==> src/rtl/alu_op_issue_if.sv <==
// Operand/operation bundle between the ID-side producer and the EX-stage ALU.
// master = the issue block, slave = the surrounding pipeline (ID upstream, EX downstream).
interface alu_op_issue_if #(
  parameter int DATA_WIDTH    = 32,
  parameter int OPCODE_LENGTH = 4
);
  logic                     in_valid;
  logic                     in_ready;
  logic [6:0]               opcode;
  logic [2:0]               funct3;
  logic [6:0]               funct7;
  logic [DATA_WIDTH-1:0]    rs1_data;
  logic [DATA_WIDTH-1:0]    rs2_data;
  logic [DATA_WIDTH-1:0]    imm;
  logic                     flush;
  logic                     out_valid;
  logic                     out_ready;
  logic [OPCODE_LENGTH-1:0] Operation;
  logic [DATA_WIDTH-1:0]    SrcA;
  logic [DATA_WIDTH-1:0]    SrcB;
  logic                     illegal;

  modport master (
    input  in_valid, opcode, funct3, funct7, rs1_data, rs2_data, imm, flush, out_ready,
    output in_ready, out_valid, Operation, SrcA, SrcB, illegal
  );

  modport slave (
    output in_valid, opcode, funct3, funct7, rs1_data, rs2_data, imm, flush, out_ready,
    input  in_ready, out_valid, Operation, SrcA, SrcB, illegal
  );
endinterface

==> src/rtl/alu_op_issue.sv <==
// RV32I opcode/funct decode into ALU Operation/SrcA/SrcB, registered toward EX
// through a main + skid register pair so a stalled EX never costs a bubble.
module alu_op_issue #(
  parameter int DATA_WIDTH    = 32,
  parameter int OPCODE_LENGTH = 4
) (
  input  logic               clk,
  input  logic               reset,
  alu_op_issue_if.master     bus
);

  localparam logic [OPCODE_LENGTH-1:0] OP_AND  = OPCODE_LENGTH'(4'b0000);
  localparam logic [OPCODE_LENGTH-1:0] OP_OR   = OPCODE_LENGTH'(4'b0001);
  localparam logic [OPCODE_LENGTH-1:0] OP_ADD  = OPCODE_LENGTH'(4'b0010);
  localparam logic [OPCODE_LENGTH-1:0] OP_XOR  = OPCODE_LENGTH'(4'b0011);
  localparam logic [OPCODE_LENGTH-1:0] OP_SLL  = OPCODE_LENGTH'(4'b0100);
  localparam logic [OPCODE_LENGTH-1:0] OP_SRL  = OPCODE_LENGTH'(4'b0101);
  localparam logic [OPCODE_LENGTH-1:0] OP_SUB  = OPCODE_LENGTH'(4'b0110);
  localparam logic [OPCODE_LENGTH-1:0] OP_SRA  = OPCODE_LENGTH'(4'b0111);
  localparam logic [OPCODE_LENGTH-1:0] OP_BEQ  = OPCODE_LENGTH'(4'b1000);
  localparam logic [OPCODE_LENGTH-1:0] OP_BLT  = OPCODE_LENGTH'(4'b1001);
  localparam logic [OPCODE_LENGTH-1:0] OP_BGE  = OPCODE_LENGTH'(4'b1010);
  localparam logic [OPCODE_LENGTH-1:0] OP_BNE  = OPCODE_LENGTH'(4'b1011);
  localparam logic [OPCODE_LENGTH-1:0] OP_SLT  = OPCODE_LENGTH'(4'b1100);
  localparam logic [OPCODE_LENGTH-1:0] OP_TRUE = OPCODE_LENGTH'(4'b1111);

  typedef struct packed {
    logic [OPCODE_LENGTH-1:0] op;
    logic [DATA_WIDTH-1:0]    a;
    logic [DATA_WIDTH-1:0]    b;
    logic                     ill;
  } entry_t;

  // State encoding is literally {main_valid, skid_valid}.
  typedef enum logic [1:0] {
    S_EMPTY = 2'b00,
    S_ONE   = 2'b10,
    S_TWO   = 2'b11
  } state_t;

  state_t r_state;
  state_t w_state_next;
  entry_t r_main;
  entry_t r_skid;
  entry_t w_dec;
  logic   w_f7_zero;
  logic   w_f7_alt;
  logic   w_in_ready;
  logic   w_out_valid;
  logic   w_accept;
  logic   w_load_main;
  logic   w_load_skid;
  logic   w_skid_to_main;

  assign w_f7_zero = (bus.funct7 == 7'b0000000);
  assign w_f7_alt  = (bus.funct7 == 7'b0100000);

  always_comb begin
    w_dec.op  = OP_AND;
    w_dec.a   = bus.rs1_data;
    w_dec.b   = bus.rs2_data;
    w_dec.ill = 1'b0;
    case (bus.opcode)
      7'b0110011: begin
        case (bus.funct3)
          3'b000:  if (w_f7_zero) w_dec.op = OP_ADD; else if (w_f7_alt) w_dec.op = OP_SUB; else w_dec.ill = 1'b1;
          3'b101:  if (w_f7_zero) w_dec.op = OP_SRL; else if (w_f7_alt) w_dec.op = OP_SRA; else w_dec.ill = 1'b1;
          3'b111:  if (w_f7_zero) w_dec.op = OP_AND; else w_dec.ill = 1'b1;
          3'b110:  if (w_f7_zero) w_dec.op = OP_OR;  else w_dec.ill = 1'b1;
          3'b100:  if (w_f7_zero) w_dec.op = OP_XOR; else w_dec.ill = 1'b1;
          3'b001:  if (w_f7_zero) w_dec.op = OP_SLL; else w_dec.ill = 1'b1;
          3'b010:  if (w_f7_zero) w_dec.op = OP_SLT; else w_dec.ill = 1'b1;
          default: w_dec.ill = 1'b1;
        endcase
      end
      7'b0010011: begin
        w_dec.b = bus.imm;
        case (bus.funct3)
          3'b000:  w_dec.op = OP_ADD;
          3'b111:  w_dec.op = OP_AND;
          3'b110:  w_dec.op = OP_OR;
          3'b100:  w_dec.op = OP_XOR;
          3'b010:  w_dec.op = OP_SLT;
          3'b001:  if (w_f7_zero) w_dec.op = OP_SLL; else w_dec.ill = 1'b1;
          3'b101:  if (w_f7_zero) w_dec.op = OP_SRL; else if (w_f7_alt) w_dec.op = OP_SRA; else w_dec.ill = 1'b1;
          default: w_dec.ill = 1'b1;
        endcase
      end
      7'b0000011, 7'b0100011: begin
        w_dec.op = OP_ADD;
        w_dec.b  = bus.imm;
      end
      7'b1100011: begin
        case (bus.funct3)
          3'b000:  w_dec.op = OP_BEQ;
          3'b001:  w_dec.op = OP_BNE;
          3'b100:  w_dec.op = OP_BLT;
          3'b101:  w_dec.op = OP_BGE;
          default: w_dec.ill = 1'b1;
        endcase
      end
      7'b1101111, 7'b1100111: begin
        w_dec.op = OP_TRUE;
        w_dec.b  = bus.imm;
      end
      7'b0110111: begin
        w_dec.op = OP_ADD;
        w_dec.a  = '0;
        w_dec.b  = bus.imm;
      end
      default: w_dec.ill = 1'b1;
    endcase
    // Illegal ops still travel downstream, but with a canonical operand selection.
    if (w_dec.ill) begin
      w_dec.op = OP_AND;
      w_dec.a  = bus.rs1_data;
      w_dec.b  = bus.rs2_data;
    end
  end

  always_ff @(posedge clk) begin
    if (reset) r_state <= S_EMPTY;
    else       r_state <= w_state_next;
  end

  always_comb begin
    w_state_next = r_state;
    if (bus.flush) begin
      w_state_next = S_EMPTY;
    end else begin
      case (r_state)
        S_EMPTY: if (w_accept) w_state_next = S_ONE;
        S_ONE: begin
          if (w_accept && !bus.out_ready)      w_state_next = S_TWO;
          else if (!w_accept && bus.out_ready) w_state_next = S_EMPTY;
        end
        S_TWO:   if (bus.out_ready) w_state_next = S_ONE;
        default: w_state_next = S_EMPTY;
      endcase
    end
  end

  always_comb begin
    w_in_ready     = (r_state != S_TWO);
    w_out_valid    = r_state[1];
    w_accept       = bus.in_valid && w_in_ready;
    w_load_main    = 1'b0;
    w_load_skid    = 1'b0;
    w_skid_to_main = 1'b0;
    if (!bus.flush) begin
      case (r_state)
        S_EMPTY: w_load_main    = w_accept;
        S_ONE: begin
          w_load_main = w_accept && bus.out_ready;
          w_load_skid = w_accept && !bus.out_ready;
        end
        S_TWO:   w_skid_to_main = bus.out_ready;
        default: ;
      endcase
    end
  end

  always_ff @(posedge clk) begin
    if (reset) begin
      r_main <= '0;
      r_skid <= '0;
    end else begin
      if (w_load_main)         r_main <= w_dec;
      else if (w_skid_to_main) r_main <= r_skid;
      if (w_load_skid)         r_skid <= w_dec;
    end
  end

  assign bus.in_ready  = w_in_ready;
  assign bus.out_valid = w_out_valid;
  assign bus.Operation = r_main.op;
  assign bus.SrcA      = r_main.a;
  assign bus.SrcB      = r_main.b;
  assign bus.illegal   = r_main.ill;

endmodule

==> src/flat_wrapper.sv <==
// flat-port wrapper written by rule: the top's interface ports become plain ports
module alu_op_issue_flat 
#(
  parameter int DATA_WIDTH    = 32,
  parameter int OPCODE_LENGTH = 4
)
  (clk, reset, bus_in_valid, bus_opcode, bus_funct3, bus_funct7, bus_rs1_data, bus_rs2_data, bus_imm, bus_flush, bus_out_ready, bus_in_ready, bus_out_valid, bus_Operation, bus_SrcA, bus_SrcB, bus_illegal);
  alu_op_issue_if #(.DATA_WIDTH(DATA_WIDTH), .OPCODE_LENGTH(OPCODE_LENGTH)) bus_i ();
  input  logic clk;
  input  logic reset;
  input wire logic [$bits(bus_i.in_valid)-1:0] bus_in_valid;
  input wire logic [$bits(bus_i.opcode)-1:0] bus_opcode;
  input wire logic [$bits(bus_i.funct3)-1:0] bus_funct3;
  input wire logic [$bits(bus_i.funct7)-1:0] bus_funct7;
  input wire logic [$bits(bus_i.rs1_data)-1:0] bus_rs1_data;
  input wire logic [$bits(bus_i.rs2_data)-1:0] bus_rs2_data;
  input wire logic [$bits(bus_i.imm)-1:0] bus_imm;
  input wire logic [$bits(bus_i.flush)-1:0] bus_flush;
  input wire logic [$bits(bus_i.out_ready)-1:0] bus_out_ready;
  output wire logic [$bits(bus_i.in_ready)-1:0] bus_in_ready;
  output wire logic [$bits(bus_i.out_valid)-1:0] bus_out_valid;
  output wire logic [$bits(bus_i.Operation)-1:0] bus_Operation;
  output wire logic [$bits(bus_i.SrcA)-1:0] bus_SrcA;
  output wire logic [$bits(bus_i.SrcB)-1:0] bus_SrcB;
  output wire logic [$bits(bus_i.illegal)-1:0] bus_illegal;
  assign bus_i.in_valid = bus_in_valid;
  assign bus_i.opcode = bus_opcode;
  assign bus_i.funct3 = bus_funct3;
  assign bus_i.funct7 = bus_funct7;
  assign bus_i.rs1_data = bus_rs1_data;
  assign bus_i.rs2_data = bus_rs2_data;
  assign bus_i.imm = bus_imm;
  assign bus_i.flush = bus_flush;
  assign bus_i.out_ready = bus_out_ready;
  assign bus_in_ready = bus_i.in_ready;
  assign bus_out_valid = bus_i.out_valid;
  assign bus_Operation = bus_i.Operation;
  assign bus_SrcA = bus_i.SrcA;
  assign bus_SrcB = bus_i.SrcB;
  assign bus_illegal = bus_i.illegal;
  alu_op_issue #(.DATA_WIDTH(DATA_WIDTH), .OPCODE_LENGTH(OPCODE_LENGTH)) u_core (.clk(clk), .reset(reset), .bus(bus_i));
endmodule
==> config.mk <==
export PLATFORM = sky130hd
export DESIGN_NAME = alu_op_issue_flat
export DESIGN_NICKNAME = d
export VERILOG_FILES = /design/src/rtl/alu_op_issue_if.sv /design/src/rtl/alu_op_issue.sv /design/src/flat_wrapper.sv
export SDC_FILE = /design/constraint.sdc
export NUM_CORES = 1
export LEC_CHECK = 0
export BUFFER_PORTS_ARGS = -buffer_cell sky130_fd_sc_hd__buf_2
export CORE_AREA = 8 8 135 137
export CTS_CLUSTER_DIAMETER = 40
export DETAILED_ROUTE_END_ITERATION = 7
export DIE_AREA = 0 0 143 145
export PLACE_DENSITY = 0.75
export SLEW_MARGIN = 25
export SYNTH_ARGS = -nofsm -noshare
export SYNTH_HDL_FRONTEND = slang
export SYNTH_SLANG_ARGS = --single-unit
==> constraint.sdc <==
create_clock -name clk -period 2.9 [get_ports clk]
set_input_delay 0.58 -clock clk [delete_from_list [all_inputs] [get_ports clk]]
set_output_delay 0.58 -clock clk [all_outputs]
set_load 0.02 [all_outputs]
==> flow_summary.toml <==
[yosys]
async_flop_share_pct = 0
synth_edf_count = 0
syn-cell-area_um2 = 7040
yosysUniqueCellTypes = 51
avgSynthCellArea_um2 = 8.42
ys_seq_area_share_pct = 39.8
synth.net_count = 958
postSynthCellCount = 836
yosysWarnings = 0
synth_flop_cell = "dfxtp_1"
ys_ff_latch = 140

[global_route]
grt_pass1_wl_mm = 35.2
grt_max_degree = 141
grt_pass1_vias = 6611
antenna_found_initial = 1
grtUsageTotal_pct = 20.7
gr-total-overflow = 0

[power]
p_per_area_nw_per_um2 = 549
p_leak_nw = 3.26
vdd_drop_max_v = 0.000499

[worst_setup_path]
critPathLaunch = "bus_opcode[2]"
r2r_start = "u_core.r_state[1]"
crit_required_ns = 3.23
r2r-end = "u_core.r_skid[13]"
rr_worst_depth = 7
critPathKind = "in -> reg"
worstSetupStartpointType = "primary input"
worstPathArrival_ns = 2.76
endpoint_kind = "flip-flop"
ff2ff_setup_slack_ns = 0.47
crit_fanout = 24

[drt]
drtIter0Drc = 647
dr.pass1.iters = 4
vias_per_cell = 5.91
wirelength_mm = 22.0
vias = 7085
drc = 0
post_drt_wl_per_cell_um = 18.4
ant_nets = 0

[layout]
syn2layout_area_growth_pct = 23.7
drive_gt1_share_pct = 26.9
seqCellArea_um2 = 2800
multi_input_area_um2 = 3730
stdcell_area_um2 = 8710
nets = 1087
final_cells = 1198
diodes = 0
fillers = 1511

[clock_tree]
cts-root-buf = "clkbuf_16"
clock_sinks = 140
ctsHoldBuffers = 0
cts.repair.resized = 0
cts_buffer_depth = 2
htreeDepth = 4
clk_pin_slew_ns = 0.06
cts-buffers-inserted = 17
cts_tree = "yes"
cts_setup_buffers = 0
clock_latency_ns = 0.42

[sta]
post-route-min-period_ns = 2.43
setup_tns_ns = 0
setup_violations = 0
post-route-period-util_pct = 83.7
max_slew_margin_pct = 38.9
finalHoldViolations = 0
slew_violations = 0
fmax_ghz = 0.412
fin_skew_ns = 0.00984
rsz0062_at_grt = "false"
tightest_slew_ns = 0.916

[place]
dpl.cell_count = 1166
hpwlAfterDp_mm = 14.2
port_buffers = 188
place_congestion = 0.907
dpl_cell_area_um2 = 8140

[floorplanning]
die_w_um = 143
start_util_pct = 43.6
core_um2 = 16200
die_area_um2 = 20700
rows = 47
io_pins = 189
die_y_um = 145

[min_path]
min-delay-start = "bus_rs1_data[20]"
whs_path_depth = 3
hold_path_class = "in -> reg"
holdPathEnd = "u_core.r_skid[53]"

[job]
cap_violations = 0

[status]
status = "complete, no violations"
==> cell type report <==
| type | instances | area share, % |
|---|---|---|
| Sequential cell | 140 | 32.2 |
| Timing Repair Buffer | 208 | 13.6 |
| Clock buffer | 18 | 5.04 |
| Multi-Input combinational cell | 558 | 42.9 |
| Inverter | 40 | 1.72 |
| Tap cell | 220 | 3.16 |
| Clock inverter | 14 | 1.51 |
==> flip-flops by register name, summed over array words and instances (netlist names) <==
register,count
u_core.bus.SrcB,32
u_core.bus.SrcA,32
u_core.bus.illegal,1
u_core.bus.Operation,4
u_core.r_skid,69
u_core.r_state,2
==> worst max path at each step <==
stage	endpoint	slack, ns	depth (start not counted)
after floorplan	u_core.r_skid[10]	0.69	7
final	u_core.bus.SrcB[10]	0.47	7
after detailed placement	u_core.bus.SrcB[6]	0.09	7
after global routing	u_core.bus.SrcB[8]	0.32	7
after CTS	u_core.r_skid[13]	0.51	7
after global placement	u_core.bus.SrcB[3]	0.18	7
==> kinds of logic (layout without fill, tap and decap cells) <==
group	count (synthesis)	count (layout)	synth area share, %
AO/OA/AOI/OAI	304	304	33.6
AND/OR/NAND/NOR	249	249	17.8
flip-flops	140	140	39.8
buffers and inverters	138	280	7.94
adder cells (fa/ha/maj)	4	4	0.711
multiplexers	1	1	0.142
==> placed cells by master, fill, tap and decap left out, drive strengths merged, types with 3 or more instances in the layout <==
cell type | synthesis | final
o41ai | 32 | 32
nor2b | 38 | 38
nand3 | 37 | 37
nor2 | 46 | 46
a32oi | 32 | 32
nor3 | 5 | 5
ha | 4 | 4
a211oi | 75 | 75
inv | 40 | 45
and4b | 3 | 3
nand2 | 73 | 73
nand4 | 35 | 35
o21ai | 7 | 7
buf | 25 | 208
clkinvlp | 0 | 3
a311oi | 66 | 66
a21oi | 72 | 72
clkinv | 0 | 5
clkbuf | 73 | 18
dfxtp | 140 | 140
==> per-layer routing <==
| layer | track usage [%] | share of wire [%] | vias to the layer above |
|---|---|---|---|
| met2 | 31.0 | 46 | 303 |
| met1 | 28.5 | 44 | 3294 |
| met5 | 0 | 0.059 | - |
| met3 | 4.27 | 7.7 | 28 |
| met4 | 7.71 | 1.7 | 2 |
| li1 | - | - | 3458 |
==> critical path, cell delays in order <==
cell      delay [ns]
buf_2           0.14
nor2_1          0.33
nand2_1         0.24
o32ai_4         0.55
buf_4           0.45
o41ai_1         0.16
a311oi_1        0.30
==> metrics by stage <==
step                utilization, %  hold WS [ns]  setup slack, ns  total power [W]
floorplan                        -         0.436            0.687          0.00247
global placement              50.4         0.439            0.181          0.00272
detailed placement            50.4         0.444           0.0877          0.00273
CTS                           53.9         0.403            0.512          0.00482
global route                  53.9         0.410            0.317          0.00497
finish                        53.9         0.420            0.471          0.00479
==> synth_stat cells (all sizes together), types with 2 or more instances <==
master | instances | area share [%]
nor3 | 5 | 0.36
a311oi | 66 | 8.2
dfxtp | 140 | 40
inv | 40 | 2.1
a21oi | 72 | 5.1
nand3 | 37 | 2.6
o41ai | 32 | 5.0
nand2b | 2 | 0.18
nor2 | 46 | 2.5
a211oi | 75 | 8.0
a41o | 2 | 0.28
nor2b | 38 | 3.4
and4b | 3 | 0.43
a31oi | 2 | 0.18
clkbuf | 73 | 3.9
o211ai | 2 | 0.28
ha | 4 | 0.71
a32oi | 32 | 4.0
nand2 | 73 | 3.9
a21o | 2 | 0.21
nand4 | 35 | 3.1
nor3b | 2 | 0.28
o21ai | 7 | 0.50
buf | 25 | 1.9
==> power breakdown <==
| part | switching [W] | internal (W) | total (W) |
|---|---|---|---|
| logic | 0.000415 | 0.000243 | 0.000658 |
| registers | 0.0000356 | 0.00199 | 0.00203 |
| clock network | 0.000882 | 0.00121 | 0.00210 |
(Power assumes the default switching activity.)
